`src/rtl/mem_access_unit.sv`:
```
// Byte/half/word load-store front end for a 256 x 32 data memory.
// Unaligned accesses that span two words are split into two word accesses.
module mem_access_unit #(
  parameter int ADDR_W = 10
) (
  input  logic              clk,
  input  logic              rst,
  input  logic              req,
  input  logic              we,
  input  logic [1:0]        size,
  input  logic              sign_ext,
  input  logic [ADDR_W-1:0] addr,
  input  logic [31:0]       wdata,
  output logic              busy,
  output logic              ready,
  output logic [31:0]       rdata,
  output logic [ADDR_W-3:0] dm_adr,
  output logic [31:0]       dm_din,
  output logic              dm_we,
  output logic              dm_re,
  input  logic [31:0]       dm_dout,
  output logic [1:0]        o_dbg_state
);

  // Handshake: req is sampled only in IDLE (busy=0); busy stays high until
  // the DONE cycle ends, and ready pulses high for exactly that DONE cycle.
  typedef enum logic [1:0] {IDLE = 2'd0, ACC0 = 2'd1, ACC1 = 2'd2, DONE = 2'd3} state_t;

  state_t              r_state;
  state_t              w_next;
  logic                r_we;
  logic [1:0]          r_size;
  logic                r_sign;
  logic [ADDR_W-1:0]   r_addr;
  logic [31:0]         r_wdata;
  logic [31:0]         r_asm;
  logic [31:0]         r_rdata;

  logic [1:0]          w_off;
  logic [2:0]          w_nbytes;
  logic [2:0]          w_room;
  logic [2:0]          w_n0;
  logic [2:0]          w_n1;
  logic                w_cross;
  logic                w_acc;
  logic [ADDR_W-3:0]   w_wadr;
  logic [31:0]         w_asm_next;
  logic [31:0]         w_din;
  logic [31:0]         w_ld_ext;

  assign w_off    = r_addr[1:0];
  assign w_nbytes = (r_size == 2'b00) ? 3'd1 : (r_size == 2'b01) ? 3'd2 : 3'd4;
  assign w_room   = 3'd4 - {1'b0, w_off};
  assign w_n0     = (w_nbytes < w_room) ? w_nbytes : w_room;
  assign w_n1     = w_nbytes - w_n0;
  assign w_cross  = ({1'b0, w_off} + w_nbytes) > 3'd4;
  assign w_acc    = (r_state == ACC0) || (r_state == ACC1);
  assign w_wadr   = r_addr[ADDR_W-1:2];

  // Memory byte k maps to assembly lane (k-off) in ACC0 and lane (n0+k) in ACC1.
  always_comb begin
    int         off_i;
    int         n0_i;
    int         n1_i;
    int         lane;
    logic       hit;
    logic [1:0] lane2;
    w_asm_next = r_asm;
    w_din      = dm_dout;
    off_i      = int'(w_off);
    n0_i       = int'(w_n0);
    n1_i       = int'(w_n1);
    lane       = 0;
    hit        = 1'b0;
    lane2      = 2'b00;
    for (int k = 0; k < 4; k++) begin
      hit  = 1'b0;
      lane = 0;
      if (r_state == ACC0) begin
        hit  = (k >= off_i) && (k < off_i + n0_i);
        lane = k - off_i;
      end else if (r_state == ACC1) begin
        hit  = (k < n1_i);
        lane = n0_i + k;
      end
      lane2 = 2'(lane);
      if (hit) begin
        w_asm_next[{lane2, 3'b000} +: 8] = dm_dout[8*k +: 8];
        w_din[8*k +: 8]                  = r_wdata[{lane2, 3'b000} +: 8];
      end
    end
  end

  always_comb begin
    w_ld_ext = w_asm_next;
    if (r_size == 2'b00)
      w_ld_ext = {{24{r_sign & w_asm_next[7]}}, w_asm_next[7:0]};
    else if (r_size == 2'b01)
      w_ld_ext = {{16{r_sign & w_asm_next[15]}}, w_asm_next[15:0]};
  end

  always_comb begin
    w_next = r_state;
    case (r_state)
      IDLE:    if (req) w_next = ACC0;
      ACC0:    w_next = w_cross ? ACC1 : DONE;
      ACC1:    w_next = DONE;
      default: w_next = IDLE;
    endcase
  end

  always_comb begin
    busy   = (r_state != IDLE);
    ready  = (r_state == DONE);
    dm_re  = w_acc;
    dm_we  = w_acc && r_we;
    dm_din = (w_acc && r_we) ? w_din : 32'd0;
    dm_adr = '0;
    if (r_state == ACC0)      dm_adr = w_wadr;
    else if (r_state == ACC1) dm_adr = w_wadr + {{(ADDR_W-3){1'b0}}, 1'b1};
  end

  assign rdata       = r_rdata;
  assign o_dbg_state = r_state;

  always_ff @(posedge clk or posedge rst) begin
    if (rst) begin
      r_state <= IDLE;
      r_we    <= 1'b0;
      r_size  <= 2'b00;
      r_sign  <= 1'b0;
      r_addr  <= '0;
      r_wdata <= 32'd0;
      r_asm   <= 32'd0;
      r_rdata <= 32'd0;
    end else begin
      r_state <= w_next;
      if (r_state == IDLE && req) begin
        r_we    <= we;
        r_size  <= size;
        r_sign  <= sign_ext;
        r_addr  <= addr;
        r_wdata <= wdata;
        r_asm   <= 32'd0;
      end
      if (w_acc) r_asm <= w_asm_next;
      if (w_acc && w_next == DONE && !r_we) r_rdata <= w_ld_ext;
    end
  end

endmodule

```
`config.mk`:
```
export PLATFORM = sky130hd
export DESIGN_NAME = mem_access_unit
export DESIGN_NICKNAME = d
export VERILOG_FILES = /design/src/rtl/mem_access_unit.sv
export SDC_FILE = /design/constraint.sdc
export NUM_CORES = 1
export LEC_CHECK = 0
export ABC_CLOCK_PERIOD_IN_PS = 5500
export CORE_MARGIN = 4
export CORE_UTILIZATION = 50
export DETAILED_ROUTE_END_ITERATION = 8
export PLACE_DENSITY = 0.77
export SETUP_SLACK_MARGIN = 0.2
export SYNTH_ARGS = -nofsm -noshare
export SYNTH_HDL_FRONTEND = slang
export SYNTH_SLANG_ARGS = --single-unit
```
`constraint.sdc`:
```
create_clock -name clk -period 5.5 [get_ports clk]
set_clock_uncertainty 0.1 [all_clocks]
set_input_delay 0.55 -clock clk [delete_from_list [all_inputs] [get_ports clk]]
set_output_delay 0.55 -clock clk [all_outputs]
set_load 0.01 [all_outputs]
```
==> flow_summary_export.csv, run 1 <==
group,metric,value,unit
logic_synthesis,syn_avg_cell_area,8.870,um2
critical_path,critPathCaptureType,"output pin",
critical_path,crit_path_end,"dm_din[8]",
timing,rsz0062_at_grt,"true",
critical_path,startpoint_type,"register",
timing,tightest_slew,1.109,ns
logic_synthesis,synth-seq-cells,112,
critical_path,worst_r2r_startpoint,"r_addr[1]",
critical_path,path_class,"register to output pin",
logic_synthesis,synth_warnings,0,
critical_path,crit_required,4.85,ns
drt,drtAntennaViolNets,0,
global_routing,grt_max_degree,81,
logic_synthesis,ys.flop_type,"dfrtp_1",
clock_network,ctsHoldBuffers,0,
logic_synthesis,ys_types,83,
worst_hold_path,worstHoldPathType,"register to register",
critical_path,cp_slowest_cell,"fa_1",
finish,layout-drive-gt1-share,14.18,%
global_routing,grt_usage,29.52,%
drt,wl,29010,um
timing,max_freq,196.4,MHz
clock_network,htree_levels,3,
floorplanning,core.rowCount,47,
critical_path,r2r-end,"rdata[24]",
placement,place_congestion,0.9949,
logic_synthesis,ys_async_sr_fraction,100.0,%
drt,viasPerCell,6.455,
placement,place_ws,-0.1708,ns
clock_network,clock_latency,0.37,ns
critical_path,crit_start,"r_addr[1]",
critical_path,slowest_delay,0.47,ns
status,status,"complete, no violations",
logic_synthesis,synth_edf_count,0,
clock_network,cts_tree,"built",
timing,slew_headroom,25.91,%
timing,setup_viol,0,
global_routing,grt_pass1_vias,8266,
timing,drv_slew,0,
timing,min_period,5.091,ns
logic_synthesis,yosys.area.top_type,"dfrtp_1",
clock_network,root_buffer,"clkbuf_16",
clock_network,cts_buffers,9,
logic_synthesis,yosysMostFrequentCell,"dfrtp_1",
timing,finalWorstSetupSlack,0.4087,ns
logic_synthesis,synth.yosys.seq_area_share,32.78,%
drt,drtIter0Drc,984,
floorplanning,die_area,0.01926,mm2
logic_synthesis,syn_nets,1082,
placement,hpwl,21190,um
timing,hold_slack,0.4243,ns
floorplanning,core,0.01664,mm2
logic_synthesis,synth.area.top_cells,"dfrtp_1 33%, mux2_2 7.0%, mux2i_1 5.4%",
finish,final_net_count,1220,
floorplanning,die_height,138.8,um
drt,drcViolationCount,0,
placement,numPortBuffers,158,
global_routing,grt_pass1_wl,46120,um
critical_path,crit_path_max_fanout,9,
global_routing,grt-ovfl-total,0,
job,maxCapViolCount,0,
finish,nFillCells,1384,
timing,finalHoldViolations,0,
critical_path,rr_worst_depth,19,
finish,area_delta_synth_final,26.98,%
finish,antenna_cells,0,
drt,vias,8566,
finish,final_core_util,65.24,%
global_routing,antenna_found_initial,0,
clock_network,clock_sinks,112,
critical_path,regToRegSetupSlack,0.55,ns
logic_synthesis,syn_inst,964,
timing,period_share,92.57,%
logic_synthesis,syn-cell-area,0.008551,mm2
clock_network,clockBufferDepth,2,
logic_synthesis,synthTopCellsByCount,"112 x dfrtp_1, 101 x nand2_1, 87 x nor2_1",
floorplanning,num_io_pins,159,
drt,wl_per_cell,21.86,um
clock_network,cts.reportedPaths.clkPinSlew,0.07,ns
critical_path,crit_top_cell,"inv_1",
critical_path,critPathArrivalTime,4.44,ns
floorplanning,start_util,51.38,%
drt,drt_pass1_iterations,6,
critical_path,worstPathCellList,"inv_1 > ha_4 > inv_1 > ha_1 > nor3b_2 > nor3_2 > mux2i_1 > inv_1 > ha_1 > inv_1 > fa_1 > and4b_1 > a32oi_2 > and3_1 > buf_8 > mux2i_2 > nor2_1 > clkdlybuf4s15_1",
logic_synthesis,yosys.area.top_type_share,32.78,%
floorplanning,die_width,138.8,um
==> layout make-up <==
type,instances,area [um2],share of cell area (%)
clock inverters,6,90.09,0.8297
well taps,220,275.3,2.535
repair buffers,193,1894,17.45
clock buffers,10,239.0,2.201
flip-flops and latches,112,2803,25.81
multi-input cells,753,5429,50.00
inverters,33,127.6,1.175
==> worst max-delay path: cells and delay by family (launching register included) <==
| family | cells | cell delay [ns] |
|---|---|---|
| DFF | 1 | 0.36 |
| and+or+nand+nor | 5 | 0.90 |
| adders and majority gates | 4 | 1.30 |
| AOI/OAI and AO/OA | 1 | 0.17 |
| buffers and inverters | 6 | 0.81 |
| muxes | 2 | 0.54 |
==> repair_timing <==
item / in CTS / in global routing
endpoints found under the setup margin: 62 / 46
hold endpoints to repair: 0 / 0
pin swaps: 2 / 3
gates resized for setup: 20 / 36
setup buffers: 4 / 1
==> layout by cell type, fill, tap and decap left out, types with 12 or more instances in the layout <==
cell             netlist  layout
inv_1                 30      29
a211oi_1              24      23
o21ai_0               45      45
and2_1                12      12
nand2_1              101     100
and3_1                23      23
clkdlybuf4s50_1        0     134
a31oi_1               33      33
a21oi_1               69      68
a221o_1               12      12
nand3_1               15      14
dfrtp_1              112     112
dlymetal6s2s_1         0      14
mux2i_1               46      43
nor2_1                87      85
mux2_2                53      53
nand4_1               26      26
o21ai_1               24      24
buf_4                  4      32
ha_1                  35      33
==> cell families (layout without fill, tap and decap cells) <==
kind of cell / after synthesis / after routing / synth area share [%]
compound gates: 288 / 288 / 22.71
xor+xnor: 5 / 5 / 0.5121
fa+ha+maj: 37 / 37 / 5.590
buf+inv: 99 / 242 / 5.151
flops: 112 / 112 / 32.78
mux: 108 / 108 / 14.60
simple gates: 315 / 315 / 18.66
==> state kept, by name (all words and copies together) (netlist names) <==
name	count
r_sign	1
r_size	2
o_dbg_state	2
rdata	32
r_asm	32
r_wdata	32
r_we	1
r_addr	10
==> per-stage QoR <==
| stage | area [um2] | TNS [ns] | instances |
|---|---|---|---|
| after floorplan | 8551 | 0 | 964 |
| after global placement | 10340 | 0 | 1306 |
| after detailed placement | 10340 | -2.001 | 1306 |
| after CTS | 10730 | 0 | 1326 |
| after global routing | 10860 | 0 | 1327 |
| final | 10860 | 0 | 1327 |
==> worst min path at each step <==
stage                          from         to  slack, ns  cells past startpoint
after global placement    r_asm[25]  r_asm[25]       0.40                      2
after CTS                 r_asm[27]  r_asm[27]       0.42                      2
after detailed placement  r_asm[27]  r_asm[27]       0.41                      2
after global routing      r_asm[26]  r_asm[26]       0.44                      2
final                     r_asm[24]  r_asm[24]       0.42                      2
after floorplan           r_asm[24]  r_asm[24]       0.39                      2
==> metal layers <==
| layer | routed length, um | global-route usage (%) |
|---|---|---|
| met1 | 11880 | 41.04 |
| met2 | 13050 | 45.21 |
| met3 | 3111 | 7.138 |
| met4 | 969 | 10.40 |
| met5 | 0 | 0 |
Power of run 1 is left out: the tool's default activity adds up to more than one toggle a clock period on the data nets, which glitch-free logic cannot reach.
==> run 2: changes to the inputs <==
--- a/config.mk
+++ b/config.mk
@@ -7,9 +7,9 @@
 export LEC_CHECK = 0
 export ABC_CLOCK_PERIOD_IN_PS = 5500
 export CORE_MARGIN = 4
-export CORE_UTILIZATION = 50
+export CORE_UTILIZATION = 45
 export DETAILED_ROUTE_END_ITERATION = 8
-export PLACE_DENSITY = 0.77
+export PLACE_DENSITY = 0.7
 export SETUP_SLACK_MARGIN = 0.2
 export SYNTH_ARGS = -nofsm -noshare
 export SYNTH_HDL_FRONTEND = slang
==> run 2 against run 1 <==
Effect of this change:
- die area grew 10%
- global-route usage fell by 2.2 points
- critical path depth down 1
- final area rose by 0.69%
- via count is 1.4% lower
- sequential share of layout area is 0.18 points lower
- core utilization is 6.8 points lower
- highest routed layer unchanged
- first-iteration DRC count is 15% lower
- setup slack got worse by 0.012 ns
- non-clock buffer count increased by 6
- wire length increased by 2.5%
- register-to-register slack lost 0.07 ns
==> flow_summary_export.csv, run 2 (synthesis results as in run 1) <==
group,metric,value,unit
clock_network,cts.reportedPaths.clkPinSlew,0.08,ns
timing,max_freq,196.0,MHz
global_routing,grt-ovfl-total,0,
critical_path,worst_r2r_startpoint,"r_addr[1]",
finish,nFillCells,1693,
placement,hpwl,21980,um
critical_path,crit_start,"r_addr[1]",
floorplanning,die_height,145.8,um
floorplanning,start_util,45.71,%
finish,multi_input_area,0.005449,mm2
floorplanning,num_io_pins,159,
clock_network,htree_levels,3,
global_routing,grt_pass1_wl,46570,um
placement,numPortBuffers,158,
clock_network,clock_sinks,112,
critical_path,crit_path_max_fanout,8,
timing,rsz0062_at_grt,"false",
critical_path,crit_required,4.85,ns
floorplanning,die_area,0.02127,mm2
finish,final_common_cell,"clkdlybuf4s50_1",
floorplanning,die_width,145.8,um
critical_path,regToRegSetupSlack,0.48,ns
timing,setup_viol,0,
placement,place_congestion,0.9765,
status,status,"complete, no violations",
global_routing,antenna_found_initial,0,
clock_network,ctsHoldBuffers,0,
clock_network,clockBufferDepth,2,
timing,hold_slack,0.4179,ns
drt,viasPerCell,6.271,
critical_path,critical_path.top_delay_family,"adder cells",
finish,antenna_cells,0,
timing,min_period,5.103,ns
global_routing,grt_pass1_vias,8280,
clock_network,root_buffer,"clkbuf_16",
critical_path,crit_top_cell,"inv_1",
critical_path,cp.buffers_inverters,6,
critical_path,startpoint_type,"register",
drt,drt_pass1_iterations,5,
global_routing,grt_usage,27.36,%
worst_hold_path,worstHoldPathType,"register to register",
floorplanning,core,0.01871,mm2
clock_network,clock_latency,0.37,ns
finish,final_cell_mix,"133 x clkdlybuf4s50_1, 112 x dfrtp_1, 99 x nand2_1",
floorplanning,core.rowCount,50,
finish,layout-drive-gt1-share,14.91,%
critical_path,cp_slowest_cell,"clkdlybuf4s50_1",
timing,drv_slew,0,
critical_path,cp_num_cells,17,
drt,wl,29740,um
critical_path,crit_path_end,"dm_din[25]",
critical_path,rr_worst_depth,22,
critical_path,critPathCaptureType,"output pin",
finish,final_net_count,1226,
critical_path,path_class,"register to output pin",
drt,vias,8447,
critical_path,worstPathCellList,"inv_1 > ha_4 > inv_1 > ha_1 > nor3b_2 > nor3_2 > mux2i_1 > inv_1 > ha_1 > inv_1 > fa_1 > nor2b_2 > a211o_1 > a21oi_1 > buf_4 > a32o_1 > clkdlybuf4s50_1",
drt,drtAntennaViolNets,0,
drt,drtIter0Drc,835,
clock_network,cts_buffers,9,
clock_network,cts_tree,"built",
timing,period_share,92.78,%
critical_path,slowest_delay,0.55,ns
timing,tightest_slew,0.8552,ns
critical_path,r2r-end,"rdata[17]",
drt,drcViolationCount,0,
global_routing,grt_max_degree,67,
finish,seqCellArea,0.002803,mm2
timing,slew_headroom,42.87,%
finish,area_delta_synth_final,27.86,%
critical_path,critPathArrivalTime,4.45,ns
job,maxCapViolCount,0,
timing,finalHoldViolations,0,
drt,wl_per_cell,22.08,um
## run 2: layout make-up
type,count,share of cell area [%]
Multi-Input combinational cell,753,49.84
Clock buffer,10,2.186
Clock inverter,6,0.4120
Sequential cell,112,25.64
Tap cell,234,2.678
Timing Repair Buffer,199,18.08
Inverter,33,1.167
## run 2: worst min-delay path by stage
stage	from	endpoint	slack [ns]	depth (start not counted)
global route	r_asm[25]	r_asm[25]	0.43	2
detailed placement	r_asm[25]	r_asm[25]	0.41	2
floorplan	r_asm[24]	r_asm[24]	0.39	2
global placement	r_asm[28]	r_asm[28]	0.40	2
finish	r_asm[25]	r_asm[25]	0.42	2
CTS	r_asm[25]	r_asm[25]	0.42	2
## run 2: worst min-delay path, stage by stage, from the launching register on
cell     delay, ns
dfrtp_1       0.38
nand2_1       0.06
o21ai_1       0.05
## run 2: per-stage QoR
stage	cell area [um2]	setup WS (ns)	std cells	TNS (ns)	util (%)
5_1_grt	10930	0.1841	1347	0	58.45
2_1_floorplan	8551	0.7236	964	0	-
4_1_cts	10730	0.2004	1344	0	57.34
3_3_place_gp	10370	0.06726	1321	0	55.42
6_report	10930	0.3969	1347	0	58.45
3_5_place_dp	10370	-0.1143	1321	-0.8742	55.42
## run 2: per-layer routing
metal	global-route usage, %	up-vias	share of wire [%]
met2	42.06	416	45
met1	37.98	4103	42
li1	-	3875	-
met3	6.665	53	10
met5	0	-	0
met4	8.974	0	2.4
## run 2: what timing repair did
action / in CTS / in global routing
endpoints found under the setup margin: 58 / 48
pin swaps: 2 / 4
hold endpoints to repair: 0 / 0
gates resized for setup: 7 / 48
buffers inserted: 7 / 3
Power of run 2 is left out for the same reason.
